===== src/rtl/addr_cal_pkg.sv =====
// Shared types and helpers for the multi-buffer merge-pass write-address calculator.
package addr_cal_pkg;

    typedef enum logic [2:0] {
        IDLE,
        INIT,
        READY,
        ISSUE,
        WAIT_DONE
    } wr_state_t;

    // Buffers rotate upward and wrap, so a phase starting at the last buffer visits 0 next.
    function automatic int unsigned next_buf_idx(input int unsigned idx, input int unsigned n);
        return (idx == n - 1) ? 0 : idx + 1;
    endfunction

endpackage


===== src/rtl/ch_base_table.sv =====
// Per-phase channel base table: fills one base address per cycle after a start pulse,
// then serves combinational reads by buffer index.
module ch_base_table #(
    parameter int unsigned ADDR_W      = 64,
    parameter int unsigned NUM_BUF     = 2,
    parameter int unsigned CH_OFFSET   = 0,
    parameter int unsigned STRIDE_LOG2 = 30,
    parameter int unsigned IDX_W       = $clog2(NUM_BUF)
) (
    input  logic              clk,
    input  logic              rst,
    input  logic              i_start,
    input  logic [ADDR_W-1:0] i_ptr,
    input  logic [IDX_W-1:0]  i_rd_idx,
    output logic              o_done,
    output logic [ADDR_W-1:0] o_rd_base
);

    logic [ADDR_W-1:0] r_ptr;
    logic [ADDR_W-1:0] r_base [NUM_BUF];
    logic [IDX_W-1:0]  r_cnt;
    logic              r_active;
    logic [ADDR_W-1:0] w_ch;

    assign w_ch      = ADDR_W'(CH_OFFSET) + ADDR_W'(r_cnt);
    assign o_done    = r_active && (r_cnt == IDX_W'(NUM_BUF - 1));
    assign o_rd_base = r_base[i_rd_idx];

    always_ff @(posedge clk) begin
        if (rst) begin
            r_active <= 1'b0;
            r_cnt    <= '0;
        end else if (i_start) begin
            r_active <= 1'b1;
            r_cnt    <= '0;
        end else if (r_active) begin
            r_cnt <= r_cnt + 1'b1;
            if (o_done)
                r_active <= 1'b0;
        end
    end

    // Address storage carries no reset; it is only read after a full fill.
    always_ff @(posedge clk) begin
        if (!rst && i_start)
            r_ptr <= i_ptr;
        else if (r_active)
            r_base[r_cnt] <= r_ptr + (w_ch << STRIDE_LOG2);
    end

endmodule


===== src/rtl/addr_cal_wr_multibuf.sv =====
// Write-address calculator for merge passes: rotates passes over channel buffers and
// tracks a byte offset so one pass can be written as several segments.
module addr_cal_wr_multibuf
    import addr_cal_pkg::*;
#(
    parameter int unsigned C_M_AXI_ADDR_WIDTH = 64,
    parameter int unsigned C_XFER_SIZE_WIDTH  = 64,
    parameter int unsigned C_CHANNEL_OFFSET   = 0,
    parameter int unsigned C_NUM_BUF          = 2,
    parameter int unsigned C_CH_STRIDE_LOG2   = 30
) (
    input  logic                            aclk,
    input  logic                            areset,
    input  logic                            i_phase_start,
    input  logic [C_M_AXI_ADDR_WIDTH-1:0]   i_ptr_ch_0,
    input  logic                            i_write_start,
    input  logic [C_XFER_SIZE_WIDTH-1:0]    i_write_size,
    input  logic                            i_pass_last,
    input  logic                            i_write_done,
    output logic                            o_write_start,
    output logic [C_M_AXI_ADDR_WIDTH-1:0]   o_write_addr,
    output logic [C_XFER_SIZE_WIDTH-1:0]    o_write_size,
    output logic [$clog2(C_NUM_BUF)-1:0]    o_buf_idx,
    output logic                            o_busy,
    output logic                            o_err
);

    localparam int unsigned IDX_W = $clog2(C_NUM_BUF);
    localparam int unsigned OFF_W = C_CH_STRIDE_LOG2 + 1;
    localparam int unsigned SUM_W = ((C_XFER_SIZE_WIDTH > OFF_W) ? C_XFER_SIZE_WIDTH : OFF_W) + 1;

    wr_state_t                     r_state;
    logic [IDX_W-1:0]              r_idx;
    logic [IDX_W-1:0]              r_buf_idx;
    logic [OFF_W-1:0]              r_offset;
    logic                          r_pend;
    logic                          r_pend_last;
    logic [C_XFER_SIZE_WIDTH-1:0]  r_pend_size;
    logic                          r_last;
    logic                          r_start;
    logic [C_M_AXI_ADDR_WIDTH-1:0] r_addr;
    logic [C_XFER_SIZE_WIDTH-1:0]  r_size;
    logic                          r_busy;
    logic                          r_err;

    logic                          w_init_done;
    logic [C_M_AXI_ADDR_WIDTH-1:0] w_base;
    logic [SUM_W-1:0]              w_sum;
    logic                          w_ovf;

    ch_base_table #(
        .ADDR_W      (C_M_AXI_ADDR_WIDTH),
        .NUM_BUF     (C_NUM_BUF),
        .CH_OFFSET   (C_CHANNEL_OFFSET),
        .STRIDE_LOG2 (C_CH_STRIDE_LOG2),
        .IDX_W       (IDX_W)
    ) u_base_table (
        .clk       (aclk),
        .rst       (areset),
        .i_start   (i_phase_start),
        .i_ptr     (i_ptr_ch_0),
        .i_rd_idx  (r_idx),
        .o_done    (w_init_done),
        .o_rd_base (w_base)
    );

    // Sum is one bit wider than either operand so the overflow test never wraps.
    assign w_sum = SUM_W'(r_offset) + SUM_W'(r_size);
    assign w_ovf = w_sum > (SUM_W'(1) << C_CH_STRIDE_LOG2);

    always_ff @(posedge aclk) begin
        r_start <= 1'b0;
        if (areset) begin
            r_state   <= IDLE;
            r_idx     <= IDX_W'(C_NUM_BUF - 1);
            r_buf_idx <= '0;
            r_offset  <= '0;
            r_pend    <= 1'b0;
            r_last    <= 1'b0;
            r_addr    <= '0;
            r_size    <= '0;
            r_busy    <= 1'b0;
            r_err     <= 1'b0;
        end else begin
            r_busy    <= (r_state == INIT) || (r_state == ISSUE) || (r_state == WAIT_DONE);
            r_buf_idx <= r_idx;
            if (i_phase_start) begin
                r_state     <= INIT;
                r_idx       <= IDX_W'(C_NUM_BUF - 1);
                r_offset    <= '0;
                r_err       <= 1'b0;
                r_pend      <= i_write_start;
                r_pend_size <= i_write_size;
                r_pend_last <= i_pass_last;
            end else begin
                case (r_state)
                    IDLE: begin
                        if (i_write_start)
                            r_err <= 1'b1;
                    end
                    INIT: begin
                        if (i_write_start) begin
                            if (r_pend) begin
                                r_err <= 1'b1;
                            end else begin
                                r_pend      <= 1'b1;
                                r_pend_size <= i_write_size;
                                r_pend_last <= i_pass_last;
                            end
                        end
                        if (w_init_done)
                            r_state <= READY;
                    end
                    READY: begin
                        if (r_pend || i_write_start) begin
                            r_start <= 1'b1;
                            r_addr  <= w_base + C_M_AXI_ADDR_WIDTH'(r_offset);
                            r_size  <= r_pend ? r_pend_size : i_write_size;
                            r_last  <= r_pend ? r_pend_last : i_pass_last;
                            r_pend  <= 1'b0;
                            r_state <= ISSUE;
                            if (r_pend && i_write_start)
                                r_err <= 1'b1;
                        end
                    end
                    ISSUE: begin
                        if (i_write_start)
                            r_err <= 1'b1;
                        r_state <= WAIT_DONE;
                    end
                    WAIT_DONE: begin
                        if (i_write_start)
                            r_err <= 1'b1;
                        if (i_write_done) begin
                            r_state <= READY;
                            if (w_ovf)
                                r_err <= 1'b1;
                            if (r_last) begin
                                r_offset <= '0;
                                r_idx    <= IDX_W'(next_buf_idx(32'(r_idx), C_NUM_BUF));
                            end else begin
                                r_offset <= w_sum[OFF_W-1:0];
                            end
                        end
                    end
                    default: r_state <= IDLE;
                endcase
            end
        end
    end

    assign o_write_start = r_start;
    assign o_write_addr  = r_addr;
    assign o_write_size  = r_size;
    assign o_buf_idx     = r_buf_idx;
    assign o_busy        = r_busy;
    assign o_err         = r_err;

endmodule


===== config.mk =====
export PLATFORM = sky130hd
export DESIGN_NAME = addr_cal_wr_multibuf
export DESIGN_NICKNAME = d
export VERILOG_FILES = /design/src/rtl/addr_cal_pkg.sv /design/src/rtl/ch_base_table.sv /design/src/rtl/addr_cal_wr_multibuf.sv
export SDC_FILE = /design/constraint.sdc
export NUM_CORES = 1
export LEC_CHECK = 0
export BUFFER_PORTS_ARGS = -buffer_cell sky130_fd_sc_hd__buf_2
export CAP_MARGIN = 20
export CELL_PAD_IN_SITES_DETAIL_PLACEMENT = 0
export CELL_PAD_IN_SITES_GLOBAL_PLACEMENT = 2
export CORE_MARGIN = 4
export CORE_UTILIZATION = 38
export CTS_BUF_LIST = sky130_fd_sc_hd__clkbuf_16
export CTS_CLUSTER_DIAMETER = 120
export CTS_CLUSTER_SIZE = 10
export DETAILED_ROUTE_END_ITERATION = 10
export PLACE_DENSITY = 0.88
export SLEW_MARGIN = 40
export SYNTH_ARGS = -nofsm -noshare
export SYNTH_HDL_FRONTEND = slang
export SYNTH_SLANG_ARGS = --single-unit

===== constraint.sdc =====
create_clock -name aclk -period 6.27 [get_ports aclk]
set_clock_uncertainty 0.05 [all_clocks]
set_input_delay 0.3135 -clock aclk [delete_from_list [all_inputs] [get_ports aclk]]
set_output_delay 0.3135 -clock aclk [all_outputs]
set_load 0.05 [all_outputs]

Yosys cells after proc, flatten, opt, wreduce, memory -nomap -nowiden
Memory sizes are Yosys's and may differ from the RTL's. A register that Yosys moved wholly into a read port is not among the register bits. Cells that the tools add are included.

Register bits after elaboration: 300. RAM bits: 128. Input bits: 134. Output and inout bits: 132. Logic and storage cells: 102. Memories kept: 1.

Memories: u_base_table.r_base (words 2, width 64, rd ports 1, clocked after memory_dff 1, write ports 1, RTL line ch_base_table.sv:20) `logic [ADDR_W-1:0] r_base [NUM_BUF];`.

Add/sub/neg operators: 5. Magnitude comparators: 1. Equal/unequal tests: 15. Mux-type cells: 36. Bitwise operators: 4. Reduce and logical (&&, ||, !) cells: 23.

Operator list (number): $mux W64 (4); $add A64 B31 Y64 (2); $add A31 B64 Y65 (1); $gt A65 B31 Y1 const B (1); $mux W31 (1); $mux W1 (25); $pmux W3 S5 (1); $ne A2 B2 Y1 const B (6); $reduce_and A3 Y1 (4); $mux W3 (3); $ne A3 B3 Y1 const B (3); $reduce_and A4 Y1 (2); $eq A3 B2 Y1 const B (2); $reduce_and A5 Y1 (1); $not A1 Y1 (4); $pmux W1 S4 (1); $reduce_bool A2 Y1 (2); $reduce_bool A4 Y1 (1); $reduce_or A2 Y1 (2); $eq A3 B1 Y1 const B (1); $eq A3 B3 Y1 const B (1); $logic_and A1 B1 Y1 (3); $logic_not A3 Y1 (1); $logic_or A1 B1 Y1 (3); 8 further kinds (9).

Longest topological paths before layout
Gate-level depths: netlist of run 1.

Depth in word-level cells: 5. Depth in mapped cells: 19. Mapped depth without buffers: 14.

By module
Synthesis of run 1 repeated with hierarchy kept, for this count alone.

Cells, all modules: 2019. Area, all modules: 21848.5 µm².

By module, submodules not included: addr_cal_wr_multibuf (times used 1, cells an instance 1661, area an instance 14639.0 µm², seq. area each 5335.1 µm²); ch_base_table (times used 1, cells an instance 358, area an instance 7209.4 µm², seq. area each 5805.6 µm²).

Least setup slack after synthesis of run 1
OpenSTA, ideal clock, no wires.

Path type: input-to-reg. Start: input areset. End: memory u_base_table.r_base[1][0], enable pin. Library setup time: 0.531 ns. Data arrival time: 4.377 ns. Required time: 5.689 ns. Setup slack: 1.312 ns. Stages: 4. Buffers on the path: 1. Cell sequence: clkbuf_1 > nor2b_1 > nand2b_1 > nor2_1.

Cells in the longest elaborated chain, start to end: 4.

RTL lines: start: declaration (RTL line addr_cal_wr_multibuf.sv:13) `input logic areset,`; $logic_not A1 Y1 (RTL line ch_base_table.sv:45) `if (!rst && i_start)`; $logic_and A1 B1 Y1 (RTL line ch_base_table.sv:45); $mux W1 (RTL line ch_base_table.sv:45); $mux W1 (implied by the code) (RTL line ch_base_table.sv:48) `r_base[r_cnt] <= r_ptr + (w_ch << STRIDE_LOG2);`; end: declaration (RTL line ch_base_table.sv:20).

Every way passes these cells.

==> results of run 1 <==
[state kept, by name, summed over array words and instances, names as in the netlist, 3 cells and up, named ones only]
signal / cells
o_write_size: 64
u_base_table.r_ptr: 64
u_base_table.r_base: 128
r_offset: 31
r_pend_size: 64
o_write_addr: 64
r_state: 3
[timing repair]
action                     in CTS  in global routing
setup endpoints to repair       0                  0
hold endpoints to repair      146                  0
gates resized for setup         0                  0
setup buffers                   0                  0
hold buffers                  124                  0
[how the worst min path moves through the flow]
| stage | start | to | slack (ns) | depth (start not counted) |
|---|---|---|---|---|
| after floorplan | i_ptr_ch_0[0] | u_base_table.r_ptr[0] | 0.36 | 0 |
| after global placement | u_base_table.r_ptr[22] | u_base_table.r_base[1][22] | 0.37 | 0 |
| after detailed placement | u_base_table.r_ptr[5] | u_base_table.r_base[1][5] | 0.38 | 0 |
| after CTS | i_write_size[56] | r_pend_size[56] | 0.003 | 2 |
| after global routing | i_write_size[51] | r_pend_size[51] | 0.01 | 2 |
| final | i_write_size[56] | r_pend_size[56] | 0.04 | 2 |
[final cells by class]
type / count / area share, %
Clock inverter: 39 / 0.685
Tap cell: 765 / 3.54
Multi-Input combinational cell: 1525 / 39.3
Sequential cell: 429 / 41.3
Clock buffer: 49 / 4.54
Inverter: 28 / 0.389
Timing Repair Buffer: 407 / 10.2
[per-stage QoR]
stage / utilization, % / setup WS (ns)
after detailed placement: 42.0 / 1.45
after floorplan: - / 1.31
after CTS: 46.6 / 1.39
after global placement: 41.9 / 1.58
final: 46.7 / 1.40
after global routing: 46.7 / 0.983
[power by group through the flow]
stage               combinational (W)  clock, W  sequential [W]
finish                       0.000337   0.00255         0.00314
detailed placement           0.000277         0         0.00320
global route                 0.000367   0.00274         0.00315
CTS                          0.000340   0.00262         0.00314
floorplan                    0.000164         0         0.00319
global placement             0.000267         0         0.00320
[metal layers]
| metal | share of wire [%] | wire length [um] | vias to the layer above | track usage [%] |
|---|---|---|---|---|
| li1 | - | - | 8697 | - |
| met1 | 44 | 30300 | 8794 | 28.0 |
| met2 | 48 | 32400 | 524 | 35.1 |
| met3 | 6.0 | 4110 | 84 | 3.73 |
| met4 | 2.0 | 1340 | 4 | 4.83 |
| met5 | 0.040 | 27 | - | 0 |
[kinds of logic after synthesis]
logic type / share of synthesized area, %
adders and majority gates: 3.82
buffers and inverters: 2.50
AOI/OAI and AO/OA: 15.6
xor gates and xnor gates: 3.42
DFF: 50.1
and+or+nand+nor: 14.9
muxes: 9.68
[cells in the final DEF, fill, tap and decap left out, types with 16 or more instances in the layout]
master	Yosys	layout
xnor2_1	61	61
a211oi_1	97	97
nor2_1	190	186
o21a_1	18	18
a21oi_1	106	105
nand3_1	80	80
nand4_1	32	32
nand2_1	153	153
dfxtp_1	172	170
mux2i_1	94	94
nor4_1	18	18
buf_2	8	264
a22oi_1	20	20
inv_1	27	64
dlygate4sd3_1	0	124
xor2_1	26	26
mux2_2	108	108
a21o_1	33	33
edfxtp_1	257	257
and4_1	16	16
clkbuf_16	0	49
or3_1	20	20
and3_1	38	38
nor3_1	46	45
o21ai_0	57	57
ha_1	64	64
==> results.cfg, run 1 <==
[status]
status = complete, no violations

[synth]
synthCells = 2098
syn_nets = 2298
ys.flop_type = edfxtp_1
yosysMostFrequentCell = edfxtp_1
synth_edf_count = 257
synth_common_cells = edfxtp_1, nor2_1, dfxtp_1, nand2_1, mux2_2
synth_cell_types = 89
synth_top_area_share_pct = 34.6
ys_seq_elements = 429
yosys.area.top_type = edfxtp_1
avgSynthCellArea_um2 = 10.6
yosysWarnings = 0
synthTopCellsByArea = edfxtp_1, dfxtp_1, mux2_2, mux2i_1, ha_1
async_flop_share_pct = 0
netlist_area_um2 = 22300
yosysSeqAreaShare_pct = 50.1

[timing]
fin_hold_ws_ns = 0.0351
clock.fmax_mhz = 205
tns_ns = 0
finalSetupViolCount = 0
finalMaxSlewViolations = 0
final-hold-violation-count = 0
finalCriticalPeriod_ns = 4.87
rsz0062_at_grt = no
relSlewSlack_pct = 46.8
min_period_over_period_pct = 77.7
worstMarginPinSlew_ns = 0.798

[global_routing]
grt_pass1_wl_um = 104000
grt_pass1_vias = 17900
grt_overflow = 0
grt_antenna_before_repair = 3
grt_max_degree = 91
grtUsageTotal_pct = 20.8

[routing]
firstDrtPassIters = 5
drt_iter0_drc = 1298
vias_per_cell = 5.58
vias = 18100
wl_um = 68100
antenna_left = 0
post-route-drc-count = 0
wl_per_cell_um = 21.0

[worst_setup_path]
crit_path_top_delay_cell = dfxtp_2
r2r_cells = 13
path_common_cell = o21ai_1
regToRegSetupSlack_ns = 1.40
worst_setup_path_start_kind = register
regToRegEndpoint = o_write_addr[51]
crit_chain = buf_4 -> mux2_2 -> ha_1 -> a21oi_1 -> o21ai_0 -> a211oi_1 -> o31ai_1 -> or3_1 -> o21ai_1 -> o21ai_1 -> a41o_1 -> a2111oi_0 -> a311o_1
path_depth = 13
crit_type = register to register
critical_path.top_delay_family = compound AO/OA/AOI/OAI gates
worstPathMaxFanout = 31
end_kind = register
arrival_ns = 5.36
cp_data_required_time_ns = 6.75
slowest_delay_ns = 0.59
endpoint = o_write_addr[51]
critPathBufInv = 1

[placed_design]
gp_congestion = 0.879
dp_cells = 3029
dp_hpwl_um = 48700
placed_cell_area_um2 = 24300
io_buffers = 265

[clocking]
cts-root-to-sink-buffers = 3
cts_root_buf = clkbuf_16
cts_tree = built
htree_levels = 2
cts.sinks = 429
path_clk_slew_ns = 0.06
worstSkewPairLatency_ns = 0.59
cts_made_buffers = 48

[cells_and_area]
seqCellArea_um2 = 11200
syn2layout_area_growth_pct = 21.3
fin_cells = 3242
n_fill_cell = 5440
multi_input_area_um2 = 10600
diodes = 0
nets = 2639
design_area_um2 = 27000
drive_above_1_share_pct = 19.4

[pwr]
switchingPower_w = 0.00136
switching_share_pct = 22.6
leakage_nw = 10.4
internal_power_w = 0.00467
p_seq_share_pct = 52.2
comb_power_share_pct = 5.6
power.share.clock_pct = 42.3
ir_drop_uv = 221
fin_total_pwr_w = 0.00603
p_per_area_nw_per_um2 = 223

[floorplan]
fp.dieH_um = 250
placementRows = 88
start_util_pct = 38.5
die_area_um2 = 62600
coreArea_um2 = 57900
io_pins = 266
chipWidth_um = 250

[min_path]
min_path_type = primary input to register

[job]
maxCapViolCount = 0
No activity file was read; power rests on OpenSTA's default activity.
==> run 2, diff against run 1 <==
Clock period 6.27 ns to 4.6 ns, I/O delays scaled along.
==> run 2 against run 1 <==
Critical path depth down 1; global-route usage hardly changed; sequential share of layout area down 0.30 points; via count rose by 0.14%; final cell count increased by 0.68%; die area did not move; core utilization is 0.35 points higher; worst hold slack gained 0.082 ns; sequential power grew 37%; critical endpoint is now o_write_addr[59]; largest cell class unchanged; largest power group unchanged; highest routed layer unchanged.
==> results.cfg, run 2 (same netlist as run 1, synthesis figures left out) <==
[floorplan]
fp.dieH_um = 250
coreArea_um2 = 57900
start_util_pct = 38.5
chipWidth_um = 250
die_area_um2 = 62600
io_pins = 266
placementRows = 88

[timing]
fin_hold_ws_ns = 0.117
final-hold-violation-count = 0
relSlewSlack_pct = 45.3
finalMaxSlewViolations = 0
clock.fmax_mhz = 228
min_period_over_period_pct = 95.3
finalCriticalPeriod_ns = 4.38
finalSetupViolCount = 0
worstMarginPinSlew_ns = 0.821
tns_ns = 0
rsz0062_at_grt = no

[worst_setup_path]
arrival_ns = 4.81
end_kind = register
worstPathMaxFanout = 26
cp_data_required_time_ns = 5.03
critPathBufInv = 0
crit_chain = mux2_2 -> ha_1 -> o21a_1 -> nor2b_1 -> a2111o_1 -> nand4_1 -> a2111oi_1 -> o21ai_1 -> o21ai_1 -> a41o_2 -> a2111oi_0 -> a311o_1
crit_type = register to register
crit_path_top_delay_cell = a2111oi_1
slowest_delay_ns = 0.69
critical_path.top_delay_family = compound AO/OA/AOI/OAI gates
worst_setup_path_start_kind = register
path_common_cell = o21ai_1

[placed_design]
gp_congestion = 0.898
dp_hpwl_um = 48800
dp_cells = 3038
io_buffers = 265
placed_cell_area_um2 = 24400

[job]
maxCapViolCount = 0

[pwr]
switchingPower_w = 0.00188
switching_share_pct = 22.6
p_seq_share_pct = 51.4
power.share.clock_pct = 43.1
leakage_nw = 10.5
p_per_area_nw_per_um2 = 306
comb_power_share_pct = 5.5
internal_power_w = 0.00646
fin_total_pwr_w = 0.00834
ir_drop_uv = 311

[clocking]
cts_made_buffers = 49
cts_root_buf = clkbuf_16
path_clk_slew_ns = 0.06
cts-root-to-sink-buffers = 3
worstSkewPairLatency_ns = 0.61
htree_levels = 2
postCtsSetupBuffers = 0
cts_tree = built
cts.sinks = 429

[status]
status = complete, no violations

[cells_and_area]
nets = 2656
largest_reg_flops = 128
drive_above_1_share_pct = 19.8
n_fill_cell = 5422
design_area_um2 = 27200
final_cell_mix = buf_2, edfxtp_1, nor2_1
syn2layout_area_growth_pct = 22.2
layout_commonest_cell = buf_2
top_register = u_base_table.r_base
fin_cells = 3264

[global_routing]
grt_max_degree = 108
grtUsageTotal_pct = 20.8
grt_pass1_vias = 18000
grt_pass1_wl_um = 104000
grt_overflow = 0
grt_antenna_before_repair = 5

[routing]
post-route-drc-count = 0
firstDrtPassIters = 5
antenna_left = 0
wl_um = 67700
wl_per_cell_um = 20.8
vias_per_cell = 5.55
vias = 18100
drt_iter0_drc = 1486

[min_path]
min_path_type = primary input to register
## run 2: changes by cell type in the layout (fill, tap and decap cells not counted), sizes merged
cell / before / now
dlygate4sd3: 124 / 132
buf: 283 / 291
diode: 0 / 3
clkinv: 3 / 2
inv: 64 / 66
clkbuf: 49 / 50
bufinv: 0 / 1
## run 2: path summary, 6_finish.rpt
kind	slack, ns	endpoint	cells past startpoint	start
hold / removal	0.12	u_base_table.r_active	2	areset
setup / recovery	0.22	o_write_addr[59]	12	register
hold reg to reg	0.40	u_base_table.r_base[0][23]	0	u_base_table.r_ptr[23]
setup reg to reg	0.22	o_write_addr[59]	12	register
## run 2: final cells by class
cell class | count | area (um2) | share of cell area [%]
diodes | 3 | 7.51 | 0.0276
clock buffers | 50 | 1250 | 4.59
clock inverters | 41 | 214 | 0.786
inverters | 28 | 105 | 0.386
multi-input cells | 1525 | 10600 | 39.1
flip-flops and latches | 429 | 11200 | 41.0
well taps | 765 | 957 | 3.51
repair buffers | 423 | 2890 | 10.6
## run 2: layer usage
layer	vias up	track usage, %	wire length (um)
met5	-	0.618	69
met2	498	35.3	32600
met4	6	6.26	1800
li1	8739	-	-
met1	8777	27.4	29700
met3	109	3.32	3640
## run 2: what timing repair did
item,in CTS,in global routing
hold buffers,132,0
endpoints found under the setup margin,0,10
resized for setup,0,6
hold endpoints to repair,196,0
## run 2: metrics by stage
step | setup WS (ns) | util, %
finish | 0.218 | 47.0
global route | 0.0114 | 47.0
CTS | 0.0880 | 47.0
detailed placement | 0.0866 | 42.2
global placement | 0.155 | 42.1
floorplan | 0.0968 | -
## run 2: power groups by stage
stage / registers (W) / clock network [W] / logic (W)
3_3_place_gp: 0.00436 / 0 / 0.000364
2_1_floorplan: 0.00435 / 0 / 0.000223
3_5_place_dp: 0.00437 / 0 / 0.000373
5_1_grt: 0.00430 / 0.00384 / 0.000501
4_1_cts: 0.00429 / 0.00368 / 0.000465
6_report: 0.00429 / 0.00359 / 0.000461
## run 2: worst register-to-register path: stages, from the launching register on
cell and delay [ns]:
dfxtp_4 0.58, mux2_2 0.39, ha_1 0.34, o21a_1 0.14
nor2b_1 0.17, a2111o_1 0.15, nand4_1 0.19, a2111oi_1 0.69
o21ai_1 0.37, o21ai_1 0.27, a41o_2 0.41, a2111oi_0 0.18
a311o_1 0.35
